[config.mk]
export PLATFORM = sky130hd
export DESIGN_NAME = if_fetch_stage
export DESIGN_NICKNAME = d
export VERILOG_FILES = /design/src/rtl/mips_pkg.sv /design/src/rtl/if_id_reg.sv /design/src/rtl/if_fetch_stage.sv
export SDC_FILE = /design/constraint.sdc
export NUM_CORES = 1
export LEC_CHECK = 0
export BUFFER_PORTS_ARGS = -buffer_cell sky130_fd_sc_hd__buf_4
export CAP_MARGIN = 20
export CORE_ASPECT_RATIO = 2
export CORE_MARGIN = 4
export CORE_UTILIZATION = 50
export DETAILED_ROUTE_END_ITERATION = 8
export HOLD_SLACK_MARGIN = 0.03
export PLACE_DENSITY = 0.84
export REMOVE_ABC_BUFFERS = 1
export SLEW_MARGIN = 20
export SYNTH_ARGS = -nofsm -noshare
export SYNTH_HDL_FRONTEND = slang
export SYNTH_SLANG_ARGS = --single-unit
[constraint.sdc]
create_clock -name clk -period 2.7 [get_ports clk]
set_input_delay 0.135 -clock clk [delete_from_list [all_inputs] [get_ports clk]]
set_output_delay 0.135 -clock clk [all_outputs]
set_load 0.03 [all_outputs]
[src/rtl/mips_pkg.sv]
// Shared MIPS pipeline constants: datapath width, NOP encoding, opcode field and fetch FSM encoding.
package mips_pkg;

    localparam int XLEN = 32;
    localparam logic [31:0] NOP_INSTR = 32'h0000_0000;
    localparam int OPCODE_MSB = 31;
    localparam int OPCODE_LSB = 26;

    typedef logic [1:0] fetch_state_t;

    localparam logic [1:0] ST_FETCH = 2'd0;
    localparam logic [1:0] ST_WAIT  = 2'd1;
    localparam logic [1:0] ST_HOLD  = 2'd2;
    localparam logic [1:0] ST_DRAIN = 2'd3;

endpackage

[src/rtl/if_id_reg.sv]
// Pipeline register with flush (to NOP), hold and load; also serves as the ID/EX register template.
module if_id_reg
    import mips_pkg::*;
#(
    parameter int W = 32
) (
    input  logic         clk,
    input  logic         rst,
    input  logic         flush_i,
    input  logic         hold_i,
    input  logic         load_i,
    input  logic         valid_i,
    input  logic [W-1:0] instr_i,
    input  logic [W-1:0] pc4_i,
    output logic         valid_o,
    output logic [W-1:0] instr_o,
    output logic [W-1:0] pc4_o
);

    logic         valid_q;
    logic [W-1:0] instr_q;
    logic [W-1:0] pc4_q;

    // Flush wins over hold so a redirect can kill a stalled instruction.
    always_ff @(posedge clk) begin
        if (rst || flush_i) begin
            valid_q <= 1'b0;
            instr_q <= W'(NOP_INSTR);
            pc4_q   <= '0;
        end else if (load_i && !hold_i) begin
            valid_q <= valid_i;
            instr_q <= instr_i;
            pc4_q   <= pc4_i;
        end
    end

    assign valid_o = valid_q;
    assign instr_o = instr_q;
    assign pc4_o   = pc4_q;

endmodule

[src/rtl/if_fetch_stage.sv]
// MIPS instruction-fetch stage: PC, single-outstanding imem request, skid buffer, IF/ID register.
// Optional performance counters are compiled in when IF_PERF_CNT_EN is defined.
module if_fetch_stage #(
    parameter int                XLEN     = 32,
    parameter logic [XLEN-1:0]   RESET_PC = '0
) (
    input  logic            clk,
    input  logic            rst,
    output logic            imem_req_valid,
    input  logic            imem_req_ready,
    output logic [XLEN-1:0] imem_req_addr,
    input  logic            imem_rsp_valid,
    input  logic [XLEN-1:0] imem_rsp_data,
    input  logic            id_stall,
    input  logic            branch_taken,
    input  logic [XLEN-1:0] branch_target,
    output logic            ifid_valid,
    output logic [XLEN-1:0] ifid_instr,
    output logic [XLEN-1:0] ifid_pc_plus4,
    output logic [5:0]      ifid_op_code
`ifdef IF_PERF_CNT_EN
    ,
    output logic [31:0]     perf_fetch_cnt,
    output logic [31:0]     perf_bubble_cnt
`endif
);
    import mips_pkg::NOP_INSTR;
    import mips_pkg::OPCODE_MSB;
    import mips_pkg::OPCODE_LSB;
    import mips_pkg::fetch_state_t;
    import mips_pkg::ST_FETCH;
    import mips_pkg::ST_WAIT;
    import mips_pkg::ST_HOLD;
    import mips_pkg::ST_DRAIN;

    fetch_state_t    state_q, state_d;
    logic [XLEN-1:0] pc_q, pc_d;
    logic [XLEN-1:0] req_pc_q, req_pc_d;
    logic [XLEN-1:0] skid_instr_q, skid_instr_d;
    logic [XLEN-1:0] skid_pc4_q, skid_pc4_d;

    logic            handshake;
    logic            can_load;
    logic [XLEN-1:0] rsp_pc4;
    logic            ld_valid;
    logic [XLEN-1:0] ld_instr;
    logic [XLEN-1:0] ld_pc4;

    assign imem_req_valid = (state_q == ST_FETCH) && !rst;
    assign imem_req_addr  = pc_q;
    assign handshake      = imem_req_valid && imem_req_ready;
    assign can_load       = !id_stall || !ifid_valid;
    assign rsp_pc4        = req_pc_q + XLEN'(4);

    always_comb begin
        state_d      = state_q;
        pc_d         = pc_q;
        req_pc_d     = req_pc_q;
        skid_instr_d = skid_instr_q;
        skid_pc4_d   = skid_pc4_q;
        ld_valid     = 1'b0;
        ld_instr     = XLEN'(NOP_INSTR);
        ld_pc4       = '0;

        if (branch_taken) begin
            pc_d         = {branch_target[XLEN-1:2], 2'b00};
            skid_instr_d = '0;
            skid_pc4_d   = '0;
            // An accepted-but-unanswered request is wrong-path: its response must be drained.
            case (state_q)
                ST_FETCH: state_d = handshake ? ST_DRAIN : ST_FETCH;
                ST_WAIT:  state_d = imem_rsp_valid ? ST_FETCH : ST_DRAIN;
                ST_HOLD:  state_d = ST_FETCH;
                default:  state_d = imem_rsp_valid ? ST_FETCH : ST_DRAIN;
            endcase
        end else begin
            case (state_q)
                ST_FETCH: begin
                    if (handshake) begin
                        req_pc_d = pc_q;
                        state_d  = ST_WAIT;
                    end
                end
                ST_WAIT: begin
                    if (imem_rsp_valid) begin
                        pc_d = rsp_pc4;
                        if (can_load) begin
                            ld_valid = 1'b1;
                            ld_instr = imem_rsp_data;
                            ld_pc4   = rsp_pc4;
                            state_d  = ST_FETCH;
                        end else begin
                            skid_instr_d = imem_rsp_data;
                            skid_pc4_d   = rsp_pc4;
                            state_d      = ST_HOLD;
                        end
                    end
                end
                ST_HOLD: begin
                    if (can_load) begin
                        ld_valid     = 1'b1;
                        ld_instr     = skid_instr_q;
                        ld_pc4       = skid_pc4_q;
                        skid_instr_d = '0;
                        skid_pc4_d   = '0;
                        state_d      = ST_FETCH;
                    end
                end
                default: begin
                    if (imem_rsp_valid) begin
                        state_d = ST_FETCH;
                    end
                end
            endcase
        end
    end

    always_ff @(posedge clk) begin
        if (rst) begin
            state_q      <= ST_FETCH;
            pc_q         <= RESET_PC;
            req_pc_q     <= RESET_PC;
            skid_instr_q <= '0;
            skid_pc4_q   <= '0;
        end else begin
            state_q      <= state_d;
            pc_q         <= pc_d;
            req_pc_q     <= req_pc_d;
            skid_instr_q <= skid_instr_d;
            skid_pc4_q   <= skid_pc4_d;
        end
    end

    // Every unstalled cycle loads something: a real instruction or a bubble.
    if_id_reg #(
        .W (XLEN)
    ) u_if_id_reg (
        .clk     (clk),
        .rst     (rst),
        .flush_i (branch_taken),
        .hold_i  (!can_load),
        .load_i  (1'b1),
        .valid_i (ld_valid),
        .instr_i (ld_instr),
        .pc4_i   (ld_pc4),
        .valid_o (ifid_valid),
        .instr_o (ifid_instr),
        .pc4_o   (ifid_pc_plus4)
    );

    assign ifid_op_code = ifid_instr[OPCODE_MSB:OPCODE_LSB];

`ifdef IF_PERF_CNT_EN
    logic [31:0] fetch_cnt_q;
    logic [31:0] bubble_cnt_q;

    always_ff @(posedge clk) begin
        if (rst) begin
            fetch_cnt_q  <= '0;
            bubble_cnt_q <= '0;
        end else if (!branch_taken && can_load) begin
            if (ld_valid && fetch_cnt_q != 32'hFFFF_FFFF) begin
                fetch_cnt_q <= fetch_cnt_q + 32'd1;
            end
            if (!ld_valid && bubble_cnt_q != 32'hFFFF_FFFF) begin
                bubble_cnt_q <= bubble_cnt_q + 32'd1;
            end
        end
    end

    assign perf_fetch_cnt  = fetch_cnt_q;
    assign perf_bubble_cnt = bubble_cnt_q;
`endif

endmodule
Yosys cells after proc, flatten, opt, wreduce, memory -nomap -nowiden
Cells that the tools add are included.
- reduce and logical (&&, ||, !) cells: 18
- add/subtract/negate cells: 1
- eq/ne operators: 8
- bitwise gates (word level): 1
- multiplexer cells: 29
- operator list (operator ; count):
    32-bit two-way mux ; 12
    32-bit one-hot mux with 2 select lines ; 4
    32-bit by 3-bit adder with 32-bit output (second input constant) ; 1
    2-bit two-way mux ; 8
    3-bit != test (second input constant) ; 3
    4-bit AND reduction ; 2
    2-bit != test (second input constant) ; 3
    2-bit one-hot mux with 3 select lines ; 1
    2-bit nonzero test ; 3
    2-bit one-hot mux with 2 select lines ; 1
    2-bit AND reduction ; 2
    4-bit nonzero test ; 1
    1-bit zero test ; 3
    3-bit AND reduction ; 1
    2-bit by 1-bit equality test with 1-bit output (second input constant) ; 1
    2-bit equality test (second input constant) ; 1
    1-bit logical AND ; 2
    2-bit zero test ; 1
    1-bit logical OR ; 2
    1-bit two-way mux ; 2
    1-bit one-hot mux with 2 select lines ; 1
    2-bit OR reduction ; 1
    1-bit inverter ; 1
- register bits after elaboration: 195
- output and inout port bits: 104

Longest topological paths before layout
Gate-level depths: netlist (run 1).
- word-level depth: 6
- gate-level depth with buffers: 10
- gate-level depth less buffers: 7

Cells and area by module
A second synthesis (run 1) with hierarchy kept.
- cell total of the unflattened synthesis: 1121
- area total of the unflattened synthesis: 8560.7 µm²
- modules (own cells, without submodules) (module ; area each (µm²) ; cells each ; times used ; sequential area each (µm²)):
    if_fetch_stage ; 6307.3 ; 837 ; 1 ; 2602.5
    if_id_reg ; 2253.4 ; 284 ; 1 ; 1301.2

Least setup slack after synthesis (run 1)
Ideal clock, no wire load.
- kind: register -> register
- start point: register req_pc_q[3]
- end point: register u_if_id_reg.pc4_q[20], in the netlist u_if_id_reg.pc4_o[20]
- data required time: 2624 ps
- cell stages (with the launch flop): 9
- setup slack: 508 ps
- setup time: 76 ps
- path buffers: 2
- clock period less this slack: 2192 ps
- arrival time: 2116 ps
- cells stage by stage: dfxtp_1 -> ha_1 -> buf_2 -> nand3_1 -> or4_4 -> buf_6 -> or3_1 -> and2_4 -> o22ai_1
- word-level cells in the longest chain between the ends: 4
- RTL lines (item ; RTL line ; RTL):
    from (decl) ; if_fetch_stage.sv:38 ; logic [XLEN-1:0] req_pc_q, req_pc_d;
    from (signal assigned) ; if_fetch_stage.sv:128 ; req_pc_q <= req_pc_d;
    32-bit by 3-bit adder with 32-bit output ; if_fetch_stage.sv:53 ; assign rsp_pc4 = req_pc_q + XLEN'(4);
    32-bit two-way mux ; if_fetch_stage.sv:85 ; if (imem_rsp_valid) begin
    32-bit one-hot mux with 2 select lines ; if_fetch_stage.sv:77 ; case (state_q)
    32-bit two-way mux ; if_fetch_stage.sv:65 ; if (branch_taken) begin
    to (signal assigned) ; if_id_reg.sv:33 ; pc4_q <= pc4_i;
    to (decl) ; if_id_reg.sv:22 ; logic [W-1:0] pc4_q;
No other way between the ends.
A chain may end at the register's enable or synchronous reset.

Final worst setup path (run 1)
- start point: register state_q[1]
- end point: register u_if_id_reg.pc4_q[30], in the netlist u_if_id_reg.pc4_o[30]
- word-level cells in the longest chain between the ends: 3
- elaborated cells on any way between the ends: 4
- those cells by class: eq/ne (2); mux (2)
- RTL lines (item ; RTL line ; RTL):
    from (decl) ; if_fetch_stage.sv:36 ; fetch_state_t state_q, state_d;
    from (signal assigned) ; if_fetch_stage.sv:126 ; state_q <= state_d;
    2-bit equality test or 2-bit by 1-bit equality test with 1-bit output (tied branches) ; if_fetch_stage.sv:77 ;
    32-bit one-hot mux with 2 select lines (*) ; if_fetch_stage.sv:77 ;
    32-bit two-way mux (*) ; if_fetch_stage.sv:65 ;
Mark *: on every way between the ends. The rest lies on a longest branch, timed or not.

==> results.md, run 1 <==
- Total buffers and inverters traversed by the critical path: 2
- Boundary Pins: 174
- Proportion of layout cells with a drive suffix above 1: 20.29%
- Setup repair after global routing missed its margin: no
- Final worst path period need: 2.289 ns
- Highest-delay cell along the critical path: dfxtp_1
- TritonCTS Buffers: 17
- Core Rows: 67
- Largest family of logic cells by synthesized area: simple AND/OR/NAND/NOR gates
- Adder and majority gate portion of the synthesized area: 0.7315%
- Pin count of the biggest net entering global routing: 76
- Aggregate routed wire length: roughly 26000 um
- Fmax: 0.4369 GHz
- Part of the Yosys area used for sequential elements: between 40% and 50%
- Power density over the cells: 586.6 mW/mm2
- Count of state elements after synthesis: between 150 and 200
- Xor-xnor portion of the synthesized cell area: 1.741%
- Die width: ~100 um
- Total global-route track usage: 26.05%
- Final clock period utilization by the worst path: 84.77%
- Final HPWL from detailed placement: 17840 um
- Clock-pin slew on the worst setup and hold paths: 0.07 ns
- Ordered list of cells on the worst path: inv_1, ha_1, a21bo_2, or2_2, buf_4, a21oi_1, o21ai_0, nand3_1
- Initial core utilization: 51.01%
- Gate count after technology mapping: 1086
- Async set or reset register ratio after synthesis: 0%
- Overall power: between 6 and 7 mW
- Aggregate global routing overflow: 0
- Kind of end point of the critical path: register
- Dominant register cell in the synthesized netlist: dfxtp_1
- Clk sinks: 195
- Count of unresolved DRC violations after routing: 0
- Layout Nets: roughly 1300
- Antenna Nets Post-Route: 0
- TritonCTS clock tree: built
- Via count of the first global-routing pass: 8212
- Portion of netlist area occupied by mux cells: 0.3511%
- Avg Cell Area, Syn: 7.875 um2
- Post-route setup TNS: 0 ns
- Share of the synthesized area in the top cell type: 45.65%
- LEAKAGE: 3.975 nW
- Simple-gate area share of the yosys netlist: 24.39%
- Number of buffers inserted by port buffering: about 170
- Hold_ws: about 0.059 ns
- Number of flops mapped to enable cells by yosys: 0
- Slew Limit Headroom: 54.19%
- Slew of the pin with the lowest slew margin: 0.6809 ns
- Initial antenna violation count: 0
- Max-cap viol count: 0
- Synthesized-area fraction occupied by ao, oa, aoi and oai cells: 22.22%
- Critical Path RT: 3.08 ns
- # H-tree levels: 4
- Ranking of synthesized cells by area: dfxtp_1 (46%), a21oi_1 (9.7%), nor2_1 (6.8%), nand2_1 (6.6%), a22oi_1 (4.4%)
- Area enclosed by the die boundary: 0.01939 mm2
- First-iteration detailed-routing DRC count: 464
- Finished Layout Cells: 1464
- Total number of vias: 8631
- Outcome: finished, final reports clean
- Clock tree skew after final layout: approximately 0.0093 ns
- Peak per-stage delay on the critical path: 0.38 ns
- Post-cts repair resize count: 0
- Floorplan die height: just under 200 um
- Core area: 0.01677 mm2
- Data arrival, critical path: 2.67 ns
- Yosys cell types: 58
- Clock root buffer: clkbuf_16
- Library cell with the largest summed area after synthesis: dfxtp_1
- Worst Path Class, Setup: reg2reg
- Final weighted congestion of routability-driven global placement: between 0.9 and 1
- Peak supply drop: 0.4608 mV
- Final setup fails: 0
- Post-synthesis instance area: 0.008552 mm2
- Hold violation total from the final report: 0
- CTS Hold Buffers Added: 30
- Max Fanout on Critical Path: 31
- Core occupancy in the finished layout: approximately two thirds
- Diode insertion count for antenna repair: 0
- First-pass iteration count of the detailed router: 7
- Post-CTS Repair Setup Buffers: 0
- Path class of the lowest-slack min-delay path: in2reg
- Insertion delay to the later sink of the worst-skew pair: 0.44 ns
- Routed WL per cell: 17.65 um
- First-pass GRT wire length: 40340 um
- Relative area change from synthesis to final layout: 27.46%
- Via-per-instance ratio: 5.895
- Number of placed instances with taps included: roughly 1400
- Final Max Tran Viols: 0
- Yosys warnings: 0
- Max clock buf depth: 2
- Largest delay contributor family on the critical path: compound AO/OA/AOI/OAI gates
- Critical path startpoint category: register
flip-flops by register name, summed over array words and instances (netlist names):
name                 count
req_pc_q                32
imem_req_addr           32
u_if_id_reg.instr_o     32
skid_instr_q            32
u_if_id_reg.pc4_o       32
skid_pc4_q              32
state_q                  2
u_if_id_reg.valid_o      1
worst reg2reg max path, cell delays in order, from the launching register on:
cell,delay [ns]
dfxtp_1,0.38
inv_1,0.11
ha_1,0.30
a21bo_2,0.30
or2_2,0.31
buf_4,0.26
a21oi_1,0.31
o21ai_0,0.16
nand3_1,0.10
synthesized netlist by cell type, types with 3 or more instances:
cell type  number
a32oi_1         4
buf_1           6
nand3_1        15
a21oi_1       165
o21ai_1         4
and2_1          7
nand2_1       150
clkbuf_1       78
inv_1           9
a31oi_1         4
nor3_1         12
nor4_1         10
ha_1            5
buf_4           6
mux2i_1         3
a22o_1          4
o21a_1          3
nor2b_1         7
and3_1          3
nor3b_1        36
dfxtp_1       195
nor4b_1         4
a211oi_1        9
nand4_1        10
a22oi_1        50
and4_1          3
xor2_1          5
nand2b_1        5
xnor2_1        12
nor2_1        155
or2_2           4
o21ai_0        48
or3_1           6
o22ai_1        15
a32o_1          3
through the flow:
step	area, um2	setup slack, ns
3_3_place_gp	10020	0.5009
5_1_grt	10900	0.2998
3_5_place_dp	10020	0.4805
4_1_cts	10900	0.4714
2_1_floorplan	8165	-3.755
6_report	10900	0.4111
cells in the final DEF (no fill, tap or decap), types with 15 or more instances in the layout:
cell	instances
buf_4	202
dfxtp_1	195
a21oi_1	165
nor2_1	155
nand2_1	150
a22oi_1	50
o21ai_0	48
nor3b_1	36
dlygate4sd3_1	30
clkbuf_16	17
o22ai_1	15
nand3_1	15
where the power goes:
part | switching (mW) | internal, mW | leakage (nW) | total [mW]
registers | 0.0517 | 2.93 | 1.58 | 2.98
clock network | 1.16 | 1.38 | 0.273 | 2.54
logic | 0.551 | 0.322 | 2.12 | 0.873
path summary, 6_finish.rpt:
| kind | end | slack (ns) | cells past startpoint | from |
|---|---|---|---|---|
| worst max register to register | u_if_id_reg.pc4_o[30] | 0.41 | 8 | state_q[1] |
| worst max-delay path | u_if_id_reg.pc4_o[30] | 0.41 | 8 | state_q[1] |
| worst min register to register | skid_pc4_q[19] | 0.44 | 2 | skid_pc4_q[19] |
| worst min-delay path | u_if_id_reg.instr_o[6] | 0.06 | 5 | imem_rsp_data[6] |
metal layers:
layer / GRT usage [%] / vias to the layer above / wire length (um)
met5: 0 / - / 0
met4: 15.88 / 0 / 1298
met3: 4.393 / 87 / 1658
met2: 47.60 / 366 / 13730
met1: 27.24 / 4069 / 9156
li1: - / 4109 / -
cells by family (layout without fill, tap and decap cells):
logic type,after synthesis,after routing
AOI/OAI and AO/OA,324,324
muxes,3,3
DFF,195,195
buffers and inverters,103,274
and+or+nand+nor,439,439
adders and majority gates,5,5
xor gates and xnor gates,17,17
area by class of cell:
cell class / instances / area (um2)
timing repair buffer: 234 / 1857
clock buffer: 18 / 429.2
sequential: 195 / 3904
clock inverter: 13 / 152.6
multi-input combinational: 788 / 4265
fill: 1460 / 5866
tap: 207 / 259.0
inverter: 9 / 33.78
Power figures use the tool's default switching activity.
==> run 2, diff against run 1 <==
clock period = 2.4 ns   (was 2.7 ns; I/O delays follow)
==> results.md, run 2 (synthesized netlist as in run 1, its figures left out) <==
- Hold violation total from the final report: 0
- Count of unresolved DRC violations after routing: 0
- Floorplan die height: roughly 190 um
- First-pass iteration count of the detailed router: 4
- Area enclosed by the die boundary: a little under 0.02 mm2
- Aggregate global routing overflow: 0
- TritonCTS Buffers: 17
- Final worst path period need: around 2.2 ns
- TritonCTS clock tree: built
- Portion of total power attributed to the clock network: 38.2%
- Number of buffers inserted by port buffering: between 150 and 200
- Max clock buf depth: 2
- Diode insertion count for antenna repair: 0
- Internal power of the cells: 5.028 mW
- Initial core utilization: 51.01%
- Antenna Nets Post-Route: 0
- First-iteration detailed-routing DRC count: 451
- Setup repair after global routing missed its margin: no
- Data arrival, critical path: 2.60 ns
- Power share of the sequential group: 47.7%
- Proportion of layout cells with a drive suffix above 1: between 20% and 30%
- Via count of the first global-routing pass: 8473
- Critical path startpoint category: register
- Power density over the cells: 641.6 mW/mm2
- Initial antenna violation count: 0
- LEAKAGE: 4.019 nW
- Peak supply drop: 0.5249 mV
- Layout Nets: 1326
- Outcome: finished, final reports clean
- Combinational group share of total power: between 10% and 20%
- Final weighted congestion of routability-driven global placement: 0.9022
- Core area: 0.01677 mm2
- Fmax: 0.4467 GHz
- Clock-pin slew on the worst setup and hold paths: 0.07 ns
- # H-tree levels: 4
- Kind of end point of the critical path: register
- Critical Path RT: 2.77 ns
- Final setup fails: 0
- Via-per-instance ratio: 5.808
- Slew Limit Headroom: between 50% and 60%
- Most common cell after layout, fill and taps aside: buf_4
- Max Fanout on Critical Path: 16
- Routed WL per cell: ~18 um
- Core Rows: 67
- Switching power: 2.010 mW
- Switching Fraction: 28.56%
- Die width: 100.5 um
- Boundary Pins: around 170
- Max-cap viol count: 0
- First-pass GRT wire length: 41290 um
- Clk sinks: 195
- Final Max Tran Viols: 0
- Final Worst Setup Slack: about 0.16 ns
- Relative area change from synthesis to final layout: 28.27%
- Pin count of the biggest net entering global routing: 88
- Aggregate routed wire length: 25840 um
- Final clock period utilization by the worst path: 93.29%
- Post-route setup TNS: 0 ns
- Total number of vias: 8543
- Path class of the lowest-slack min-delay path: in2reg
- Post-CTS Repair Setup Buffers: 0
- Worst Path Class, Setup: reg2reg
- Final HPWL from detailed placement: 17840 um
- Slew of the pin with the lowest slew margin: ~0.74 ns
- Insertion delay to the later sink of the worst-skew pair: 0.44 ns
- Highest-count cells in the layout ignoring fill and taps: buf_4 (203), dfxtp_1 (195), a21oi_1 (165), nor2_1 (155), nand2_1 (149)
- Clock tree skew after final layout: around 0.010 ns
- Setup slack after placement: 0.1322 ns
- Clock root buffer: clkbuf_16
- Total global-route track usage: 26.55%
-- run 2: changes by cell type in the layout (fill, tap and decap cells not counted), moves of 2 or more --
cell,before,now
buf_12,2,6
bufinv_16,2,0
clkinv_4,2,4
inv_6,2,4
-- run 2: power groups by stage --
| stage | Combinational [mW] | Sequential [mW] | Clock (mW) |
|---|---|---|---|
| final | 0.994 | 3.35 | 2.69 |
| after global routing | 1.08 | 3.36 | 2.84 |
| after global placement | 0.927 | 3.42 | 0 |
| after floorplan | 0.432 | 3.49 | 0 |
| after CTS | 0.991 | 3.35 | 2.73 |
| after detailed placement | 0.946 | 3.43 | 0 |
-- run 2: critical path: stages (launching register included) --
cell	delay (ns)
dfxtp_1	0.36
inv_1	0.11
ha_1	0.32
a21bo_2	0.28
nor2_1	0.12
and2_1	0.62
a22oi_1	0.18
a21oi_1	0.16
-- run 2: layer usage --
metal / GRT usage [%] / vias to the layer above / part of all wire [%]
met2: 48.59 / 309 / 54
met1: 28.11 / 4039 / 36
met5: 0 / - / 0
li1: - / 4114 / -
met3: 4.825 / 81 / 5.6
met4: 14.74 / 0 / 4.6
-- run 2: stage by stage --
stage | instance area [um2] | hold WS (ns) | utilization (%) | instances | power, mW
after floorplan | 8165 | 0.1891 | - | 992 | 3.919
after global placement | 10110 | 0.3318 | 60.28 | 1408 | 4.352
after detailed placement | 10110 | 0.3332 | 60.28 | 1408 | 4.373
after CTS | 10970 | 0.03403 | 65.41 | 1471 | 7.072
after global routing | 10970 | 0.05418 | 65.43 | 1471 | 7.284
final | 10970 | 0.04713 | 65.43 | 1471 | 7.038
-- run 2: final cells by class --
cell class,instances,area [um2]
clock buffers,17,425.4
clock inverters,15,125.1
fillers,1459,5797
inverters,9,33.78
multi-input cells,788,4268
flip-flops and latches,195,3904
well taps,207,259.0
repair buffers,240,1954
-- run 2: path summary, 6_finish.rpt --
kind | from | end | slack (ns) | cells after the start
max | state_q[0] | u_if_id_reg.pc4_o[9] | 0.16 | 7
min | imem_rsp_data[26] | u_if_id_reg.instr_o[26] | 0.05 | 5
max reg2reg | state_q[0] | u_if_id_reg.pc4_o[9] | 0.16 | 7
min reg2reg | skid_pc4_q[19] | skid_pc4_q[19] | 0.44 | 2
-- run 2: what timing repair did --
action	4_1_cts	5_1_grt
gates resized for setup	0	1
hold endpoints to repair	34	0
hold buffers	31	0
setup endpoints to repair	0	2
==> run 3, diff against run 2 <==
CORE_UTILIZATION = 55   (was 50)
PLACE_DENSITY = 0.9   (was 0.84)
==> results.md, run 3 (synthesized netlist as in run 1, its figures left out) <==
- Outcome: finished, final reports clean
- Pin count of the biggest net entering global routing: 73
- Initial core utilization: a little under three fifths
- Final clock period utilization by the worst path: 92.30%
- Peak supply drop: 0.5758 mV
- Final Worst Setup Slack: 0.1849 ns
- Insertion delay to the later sink of the worst-skew pair: 0.44 ns
- Area enclosed by the die boundary: 0.01773 mm2
- Initial antenna violation count: 0
- Core Rows: 64
- Hold Path Cell Cnt: 5
- Final HPWL from detailed placement: 17180 um
- CP most frequent cell: nor2_1
- Max-cap viol count: 0
- Data arrival, critical path: roughly 2.5 ns
- Fmax: 0.4514 GHz
- R2r worst-path depth: 8
- Internal power of the cells: 5.150 mW
- Routed WL per cell: 18.17 um
- Boundary Pins: 174
- First-pass iteration count of the detailed router: 5
- Critical path startpoint category: register
- Relative area change from synthesis to final layout: 27.20%
- Highest-count cells in the layout ignoring fill and taps: buf_4 (200), dfxtp_1 (195), a21oi_1 (165), nor2_1 (155), nand2_1 (150)
- Hold violation total from the final report: 0
- Reg-to-Reg End: u_if_id_reg.pc4_o[15]
- Clock-pin slew on the worst setup and hold paths: 0.08 ns
- LEAKAGE: between 3 and 4 nW
- Setup slack after placement: 0.1567 ns
- Aggregate routed wire length: 26390 um
- Total number of vias: a little under 9000
- First-iteration detailed-routing DRC count: 770
- Power density over the cells: 659.2 mW/mm2
- Layout Nets: 1318
- Path class of the lowest-slack min-delay path: in2reg
- Power share of the sequential group: 46.8%
- Worst Path Class, Setup: reg2reg
- Via-per-instance ratio: 6.055
- Met2 Use GR: between 50% and 60%
- Max Fanout on Critical Path: 13
- Hold_ws: 0.03867 ns
- Slew Limit Headroom: about 43%
- Clock root buffer: clkbuf_16
- Most common cell after layout, fill and taps aside: buf_4
- Portion of total power attributed to the clock network: 39.5%
- Final weighted congestion of routability-driven global placement: 0.8895
- Clk sinks: roughly 200
- Post-CTS Repair Setup Buffers: 0
- Switching Fraction: between 20% and 30%
- Setup repair after global routing missed its margin: no
- Die width: 96.18 um
- Max clock buf depth: 2
- Kind of end point of the critical path: register
- Slew of the pin with the lowest slew margin: 0.8612 ns
- Combinational group share of total power: 13.6%
- TritonCTS clock tree: built
- First-pass GRT wire length: about 42000 um
- Switching power: 2.021 mW
- Antenna Nets Post-Route: 0
- Via count of the first global-routing pass: 8645
- # H-tree levels: 4
- Proportion of layout cells with a drive suffix above 1: roughly a fifth
- Count of unresolved DRC violations after routing: 0
- Setup slack on the worst flop-to-flop path: 0.18 ns
- Final Max Tran Viols: 0
- Final worst path period need: 2.215 ns
- Finished Layout Cells: 1453
- Total global-route track usage: approximately 30%
- Aggregate global routing overflow: 0
- Peak per-stage delay on the critical path: 0.42 ns
- Number of buffers inserted by port buffering: 171
- Endpoint of the worst hold-timing path: u_if_id_reg.instr_o[16]
- Total buffers and inverters traversed by the critical path: 2
- Start point of the worst min-delay path: imem_rsp_data[16]
- Final setup fails: 0
- Number of placed instances with taps included: 1392
- Post-route setup TNS: 0 ns
- Startpoint of the worst-slack reg-to-reg timing path: state_q[0]
- Core occupancy in the finished layout: 71.12%
- Diode insertion count for antenna repair: 0
- Ordered list of cells on the worst path: inv_1, ha_1, a21bo_2, or2_4, nor2_1, buf_4, a222oi_1, nor2_1
- Largest delay contributor family on the critical path: compound AO/OA/AOI/OAI gates
- Clock tree skew after final layout: around 0.012 ns
- Highest-delay cell along the critical path: a222oi_1
- Critical Path RT: about 2.7 ns
- Met1 demand-to-capacity share in global routing: a little under a third
- Core area: about 0.015 mm2
- Floorplan die height: 184.3 um
- Most crowded layer after global routing: met2
- GR met3 Demand/Resource: about 6.4%
- TritonCTS Buffers: 17
[run 3: routing by layer]
layer / share of wire, % / vias to the layer above
met5: 0 / -
met3: 6.9 / 130
met4: 6.3 / 0
met2: 52 / 432
met1: 35 / 4134
li1: - / 4102
[run 3: tightest hold or removal path: cells and delay by family]
family                 cells  cell delay (ns)
AO/OA/AOI/OAI              2             0.09
buffers and inverters      1             0.08
AND/OR/NAND/NOR            2             0.15
[run 3: power by group through the flow]
stage	Sequential (mW)	Clock [mW]	Combinational, mW
after detailed placement	3.43	0	0.911
after global routing	3.36	2.98	1.05
after global placement	3.43	0	0.890
final	3.36	2.84	0.978
after CTS	3.35	2.85	0.957
after floorplan	3.49	0	0.432
[run 3: how the worst max path moves through the flow]
stage | slack (ns) | startpoint | depth (start not counted) | to
2_1_floorplan | -4.05 | state_q[0] | 6 | skid_pc4_q[19]
4_1_cts | 0.10 | state_q[0] | 8 | u_if_id_reg.pc4_o[15]
6_report | 0.18 | state_q[0] | 8 | u_if_id_reg.pc4_o[15]
5_1_grt | 0.04 | state_q[0] | 8 | u_if_id_reg.pc4_o[15]
3_3_place_gp | 0.21 | state_q[0] | 7 | u_if_id_reg.pc4_o[23]
3_5_place_dp | 0.16 | state_q[1] | 7 | u_if_id_reg.pc4_o[25]
[run 3: stage by stage]
step                      area (um2)  power, mW
after detailed placement        9992      4.339
final                          10880      7.171
after CTS                      10870      7.161
after floorplan                 8165      3.919
after global routing           10880      7.395
after global placement          9992      4.315
[run 3: final cells by class]
type | instances | area, um2
Fill cell | 1130 | 4417
Multi-Input combinational cell | 788 | 4269
Sequential cell | 195 | 3904
Timing Repair Buffer | 232 | 1842
Clock buffer | 18 | 439.2
Tap cell | 198 | 247.7
Clock inverter | 13 | 142.6
Inverter | 9 | 33.78
[run 3: repair_timing]
action,CTS,global route
endpoints found under the hold margin,30,0
hold buffers,30,0
endpoints found under the setup margin,0,7
resized for setup,0,2
